## src/rtl/digital_tube_driver_if.sv

```systemverilog
// rtl/digital_tube_driver_if.sv - MMIO register bus between the CPU and the digital tube driver
// The CPU side is the master; the driver is the slave and owns oReadData.
interface digital_tube_driver_if;
   logic        iWriteEnable;
   logic        iReadEnable;
   logic [1:0]  iAddress;
   logic [31:0] iWriteData;
   logic [31:0] oReadData;

   modport master (
      output iWriteEnable,
      output iReadEnable,
      output iAddress,
      output iWriteData,
      input  oReadData
   );

   modport slave (
      input  iWriteEnable,
      input  iReadEnable,
      input  iAddress,
      input  iWriteData,
      output oReadData
   );
endinterface

```

## src/rtl/digital_tube_driver.sv

```systemverilog
// rtl/digital_tube_driver.sv - eight-digit seven-segment scanner with MMIO VALUE/DIGIT_EN/DP_MASK registers
// Optional leading-zero suppression: define DIGITAL_TUBE_LEADING_ZERO_BLANK_EN.
module digital_tube_driver #(
   parameter int SCAN_PERIOD_CYCLES = 50000
) (
   input  logic                       iFpgaClk,
   input  logic                       iFpgaRst,
   digital_tube_driver_if.slave       bus,
   output logic [7:0]                 oDigitalTubeNotEnable,
   output logic [7:0]                 oDigitalTubeShape
);

   localparam int              LP_CW       = (SCAN_PERIOD_CYCLES > 2) ? $clog2(SCAN_PERIOD_CYCLES) : 1;
   localparam logic [LP_CW-1:0] LP_CNT_LAST = LP_CW'(SCAN_PERIOD_CYCLES - 1);

   logic [31:0]      r_value;
   logic [7:0]       r_digit_en;
   logic [7:0]       r_dp_mask;
   logic [LP_CW-1:0] r_cnt;
   logic [2:0]       r_idx;
   logic [31:0]      r_read_data;
   logic [7:0]       r_not_enable;
   logic [7:0]       r_shape;

   logic [3:0]       w_nibble;
   logic             w_lz_blank;
   logic [7:0]       w_not_enable_next;
   logic [7:0]       w_shape_next;
   logic [31:0]      w_read_mux;

   function automatic logic [6:0] decode_hex(input logic [3:0] nib);
      logic [6:0] seg;
      case (nib)
         4'h0: seg = 7'h40;
         4'h1: seg = 7'h79;
         4'h2: seg = 7'h24;
         4'h3: seg = 7'h30;
         4'h4: seg = 7'h19;
         4'h5: seg = 7'h12;
         4'h6: seg = 7'h02;
         4'h7: seg = 7'h78;
         4'h8: seg = 7'h00;
         4'h9: seg = 7'h10;
         4'hA: seg = 7'h08;
         4'hB: seg = 7'h03;
         4'hC: seg = 7'h46;
         4'hD: seg = 7'h21;
         4'hE: seg = 7'h06;
         default: seg = 7'h0E;
      endcase
      return seg;
   endfunction

   assign w_nibble = r_value[{r_idx, 2'b00} +: 4];

`ifdef DIGITAL_TUBE_LEADING_ZERO_BLANK_EN
   // Blank when this nibble and everything above it is zero; digit 0 always shows.
   assign w_lz_blank = (r_idx != 3'd0) && ((r_value >> {r_idx, 2'b00}) == 32'd0);
`else
   assign w_lz_blank = 1'b0;
`endif

   always_comb begin
      w_not_enable_next = 8'hFF;
      w_shape_next      = 8'hFF;
      if ((r_cnt != '0) && r_digit_en[r_idx]) begin
         w_not_enable_next = ~(8'b1 << r_idx);
         w_shape_next      = {~r_dp_mask[r_idx], w_lz_blank ? 7'h7F : decode_hex(w_nibble)};
      end
   end

   always_comb begin
      w_read_mux = 32'd0;
      case (bus.iAddress)
         2'd0:    w_read_mux = r_value;
         2'd1:    w_read_mux = {24'd0, r_digit_en};
         2'd2:    w_read_mux = {24'd0, r_dp_mask};
         default: w_read_mux = 32'd0;
      endcase
   end

   always_ff @(posedge iFpgaClk or posedge iFpgaRst) begin
      if (iFpgaRst) begin
         r_value    <= 32'd0;
         r_digit_en <= 8'hFF;
         r_dp_mask  <= 8'h00;
      end else if (bus.iWriteEnable) begin
         case (bus.iAddress)
            2'd0:    r_value    <= bus.iWriteData;
            2'd1:    r_digit_en <= bus.iWriteData[7:0];
            2'd2:    r_dp_mask  <= bus.iWriteData[7:0];
            default: ;
         endcase
      end
   end

   // Read mux sees pre-write register values, so a same-cycle write/read returns old data.
   always_ff @(posedge iFpgaClk or posedge iFpgaRst) begin
      if (iFpgaRst) begin
         r_read_data <= 32'd0;
      end else if (bus.iReadEnable) begin
         r_read_data <= w_read_mux;
      end
   end

   always_ff @(posedge iFpgaClk or posedge iFpgaRst) begin
      if (iFpgaRst) begin
         r_cnt <= '0;
         r_idx <= 3'd0;
      end else if (r_cnt == LP_CNT_LAST) begin
         r_cnt <= '0;
         r_idx <= r_idx + 3'd1;
      end else begin
         r_cnt <= r_cnt + 1'b1;
      end
   end

   always_ff @(posedge iFpgaClk or posedge iFpgaRst) begin
      if (iFpgaRst) begin
         r_not_enable <= 8'hFF;
         r_shape      <= 8'hFF;
      end else begin
         r_not_enable <= w_not_enable_next;
         r_shape      <= w_shape_next;
      end
   end

   assign oDigitalTubeNotEnable = r_not_enable;
   assign oDigitalTubeShape     = r_shape;
   assign bus.oReadData         = r_read_data;

endmodule

```

## src/flat_wrapper.sv

```systemverilog
// flat-port wrapper written by rule: the top's interface ports become plain ports
module digital_tube_driver_flat 
#(
   parameter int SCAN_PERIOD_CYCLES = 50000
)
  (iFpgaClk, iFpgaRst, oDigitalTubeNotEnable, oDigitalTubeShape, bus_iWriteEnable, bus_iReadEnable, bus_iAddress, bus_iWriteData, bus_oReadData);
  digital_tube_driver_if bus_i ();
  input  logic iFpgaClk;
  input  logic iFpgaRst;
  output logic [7:0] oDigitalTubeNotEnable;
  output logic [7:0] oDigitalTubeShape;
  input wire logic [$bits(bus_i.iWriteEnable)-1:0] bus_iWriteEnable;
  input wire logic [$bits(bus_i.iReadEnable)-1:0] bus_iReadEnable;
  input wire logic [$bits(bus_i.iAddress)-1:0] bus_iAddress;
  input wire logic [$bits(bus_i.iWriteData)-1:0] bus_iWriteData;
  output wire logic [$bits(bus_i.oReadData)-1:0] bus_oReadData;
  assign bus_i.iWriteEnable = bus_iWriteEnable;
  assign bus_i.iReadEnable = bus_iReadEnable;
  assign bus_i.iAddress = bus_iAddress;
  assign bus_i.iWriteData = bus_iWriteData;
  assign bus_oReadData = bus_i.oReadData;
  digital_tube_driver #(.SCAN_PERIOD_CYCLES(SCAN_PERIOD_CYCLES)) u_core (.iFpgaClk(iFpgaClk), .iFpgaRst(iFpgaRst), .bus(bus_i), .oDigitalTubeNotEnable(oDigitalTubeNotEnable), .oDigitalTubeShape(oDigitalTubeShape));
endmodule
```

## config.mk

```make
export PLATFORM = sky130hd
export DESIGN_NAME = digital_tube_driver_flat
export DESIGN_NICKNAME = d
export VERILOG_FILES = /design/src/rtl/digital_tube_driver_if.sv /design/src/rtl/digital_tube_driver.sv /design/src/flat_wrapper.sv
export SDC_FILE = /design/constraint.sdc
export NUM_CORES = 1
export LEC_CHECK = 0
export BUFFER_PORTS_ARGS = -buffer_cell sky130_fd_sc_hd__buf_2
export CAP_MARGIN = 20
export CORE_MARGIN = 2
export CORE_UTILIZATION = 56
export DETAILED_ROUTE_END_ITERATION = 12
export PLACE_DENSITY = 0.79
export SYNTH_ARGS = -nofsm -noshare
export SYNTH_HDL_FRONTEND = slang
export SYNTH_SLANG_ARGS = --single-unit
```

## constraint.sdc

```tcl
create_clock -name iFpgaClk -period 5.2 [get_ports iFpgaClk]
set_input_delay 1.04 -clock iFpgaClk [delete_from_list [all_inputs] [get_ports iFpgaClk]]
set_output_delay 1.04 -clock iFpgaClk [all_outputs]
set_load 0.02 [all_outputs]
```

==> metrics.txt <==
post-synthesis cell count 438; worst-case vdd ir drop 0.0003207 V; Reg2Reg Setup Slack 2.47 ns; Reg2Reg Depth 5; RSZ-0062 raised after global routing false; Slowest-stage cell, CP dfrtp_1; vias per cell 5.582; flops & latches, synth 115; All-Layer GR Usage 24.43%; library cells used by synthesis 44; first-pass GRT wire length 18.83 mm; Crit Path Max Fanout 15; # diodes 0; power density cells 412.5 nW/um2; Cell Area, Placed 5723 um2; switch share 28.74%; hold path startpoint u_core.r_cnt[10]; Pint 1852 uW; FF/Latch Area 2908 um2; reg2reg start u_core.r_idx[0]; max capacitance violation total 0; worst-margin pin slew 0.7927 ns; Area Overhead vs Synth 20.36%; initial core utilization 57.21%; critical setup path kind reg2reg; Arr. time, crit path 3.16 ns; Fin. Hold Viols 0; post-DP HPWL 7.741 mm; Worst Setup SP u_core.r_idx[0]; Die H 100.7 um; initial antenna violation count 0; Worst Skew 0.008883 ns; setup TNS 0 ns; pin count of the biggest net entering global routing 82; Tmin final 2.731 ns; Placement Rows 35; status completed; number of global-route vias before repair 3713; LEAKAGE 0.002887 uW; slew margin rel. 45.64%; Final ANT Viol Nets 0; DRC Markers 0; Root Buffer clkbuf_8; GR Overflow Total 0; fin. max-slew vios 0; Mapped Nets 490; share of cells above drive strength 1 38.78%; Hold-fix buffers, CTS 0; Die X-Extent 100.7 um; Tcrit/Tclk final 52.52%; EDFF count, synth 0; Clk pwr share 41.9%; Req. time, crit path 5.63 ns; CP peak stage delay 0.84 ns; core area 9153 um2; CP cell instances mux4_1 > mux2i_1 > nand2_1 > a21oi_1 > o21ai_1; CTS tree built; Syn Area/Cell 11.95 um2; # resized after CTS 0; Setup Fix Bufs, Post-CTS 0; CP startpoint kind flop; Reg clk slew, reported paths 0.06 ns; share of total power in combinational logic 15.1%; Via Count 3628; Finished Layout Cells 650; Initial DRC Count 258; wire per inst 17.11 um; H-tree depth 4; Port Buffers 85; Max Freq 366.1 MHz; cell count after placement 617; drt pass-1 iters 5; clk sinks 115; CP Capture Point u_core.oDigitalTubeShape[0]; nets 578; Multi-input gate area 2102 um2; Worst Setup End Kind flop; FILL cells 637; NetSw 747.2 uW; die area 10140 um2; final setup fails 0; Synth Flop Type dfrtp_1; Final Instance Area 6302 um2; total routed wirelength 11.12 mm; # IOs 86; Final Wtd Congestion 0.8763; synth warn 0; FF-to-FF End u_core.oDigitalTubeShape[0]; later-pin clock latency in the skew report 0.52 ns; mapped cell area 5236 um2; Inserted Clock Buffers 17; Sequential Power Share 43.0%; Longest Clk Path Bufs 2; sequential fraction of the synthesis area 55.53%; hold crit path type reg2reg; Async SR Flop Fraction 100.0%
## power groups by stage
| stage | clock [uW] | combinational, uW | sequential (uW) |
|---|---|---|---|
| 2_1_floorplan | 0 | 230 | 1150 |
| 3_3_place_gp | 0 | 372 | 1130 |
| 3_5_place_dp | 0 | 389 | 1130 |
| 4_1_cts | 1110 | 392 | 1120 |
| 5_1_grt | 1150 | 431 | 1130 |
| 6_report | 1090 | 392 | 1120 |
## routing by layer
metal  up-vias  track usage (%)  wire, um  part of all wire, %
li1       1684                -         -                    -
met1      1802            34.01      4992                   45
met2       128            37.54      5338                   48
met3        14            6.241       640                  5.8
met4         0            8.746       151                  1.4
met5         -                0         0                    0
## synthesized netlist by cell type, types with 3 or more instances
library cell,n,area (um2)
a21oi_1,20,100.1
o21ai_0,26,130.1
buf_2,6,30.03
nand3_1,11,55.05
o221ai_1,3,26.28
ha_1,14,175.2
inv_1,33,123.9
xnor2_1,6,52.55
nand2b_1,3,18.77
mux2i_1,11,110.1
dfrtp_1,91,2277
mux4_1,3,78.83
clkbuf_1,9,33.78
and3_1,4,25.02
o211ai_1,4,30.03
nor2_1,30,112.6
buf_6,3,33.78
nand2_1,45,168.9
mux4_2,9,202.7
mux2_2,48,540.5
xor2_1,8,70.07
dfstp_2,24,630.6
## placed cells by master (no fill, tap or decap), types with 4 or more instances in the layout
master     count
a21oi_1       20
and3_1         4
buf_2         85
clkbuf_16     16
dfrtp_1       91
dfstp_2       24
ha_1          14
inv_1         32
inv_6          7
mux2_2        48
mux2i_1       11
mux4_2         9
nand2_1       45
nand3_1       11
nor2_1        30
o211ai_1       4
o21ai_0       26
xnor2_1        6
xor2_1         8
## worst max-delay path: cells and delay by family (launching register included)
kind	cells	cell delay, ns
compound gates	2	0.27
flops	1	0.84
mux	2	1.31
simple gates	1	0.22
## worst min-delay path by stage
stage	end	cells past startpoint
detailed placement	u_core.r_cnt[10]	1
floorplan	u_core.r_cnt[10]	1
global placement	u_core.r_cnt[10]	1
global route	u_core.r_cnt[10]	1
CTS	u_core.r_cnt[10]	1
finish	u_core.r_cnt[10]	1
## layout make-up
type	count	share of cell area [%]
clock inverters	15	2.303
well taps	111	2.204
clock buffers	17	6.571
repair buffers	89	7.425
inverters	33	2.005
multi-input cells	270	33.35
flip-flops and latches	115	46.14
## per-stage QoR
stage	setup slack [ns]	hold slack, ns	power [uW]	util (%)
final	2.469	0.4862	2599	68.86
after global routing	2.180	0.5126	2710	68.86
after CTS	2.457	0.4903	2615	68.64
after detailed placement	2.477	0.4811	1518	62.53
after global placement	2.639	0.4830	1498	62.53
after floorplan	1.156	0.4558	1384	-
## logic make-up (layout without fill, tap and decap cells)
group	count (synthesis)	in the layout	share of synthesized area, %
compound gates	58	58	6.165
buf+inv	53	154	4.516
simple gates	111	111	9.582
mux	73	73	18.52
xor+xnor	14	14	2.342
flops	115	115	55.53
fa+ha+maj	14	14	3.345
## sequential cells by signal, indices dropped and copies added (netlist names)
signal and count:
u_core.r_idx 3, u_core.oDigitalTubeNotEnable 8, u_core.r_dp_mask 8, u_core.bus.oReadData 32
u_core.r_digit_en 8, u_core.r_cnt 16, u_core.r_value 32, u_core.oDigitalTubeShape 8
No activity file was read; power rests on OpenSTA's default activity.
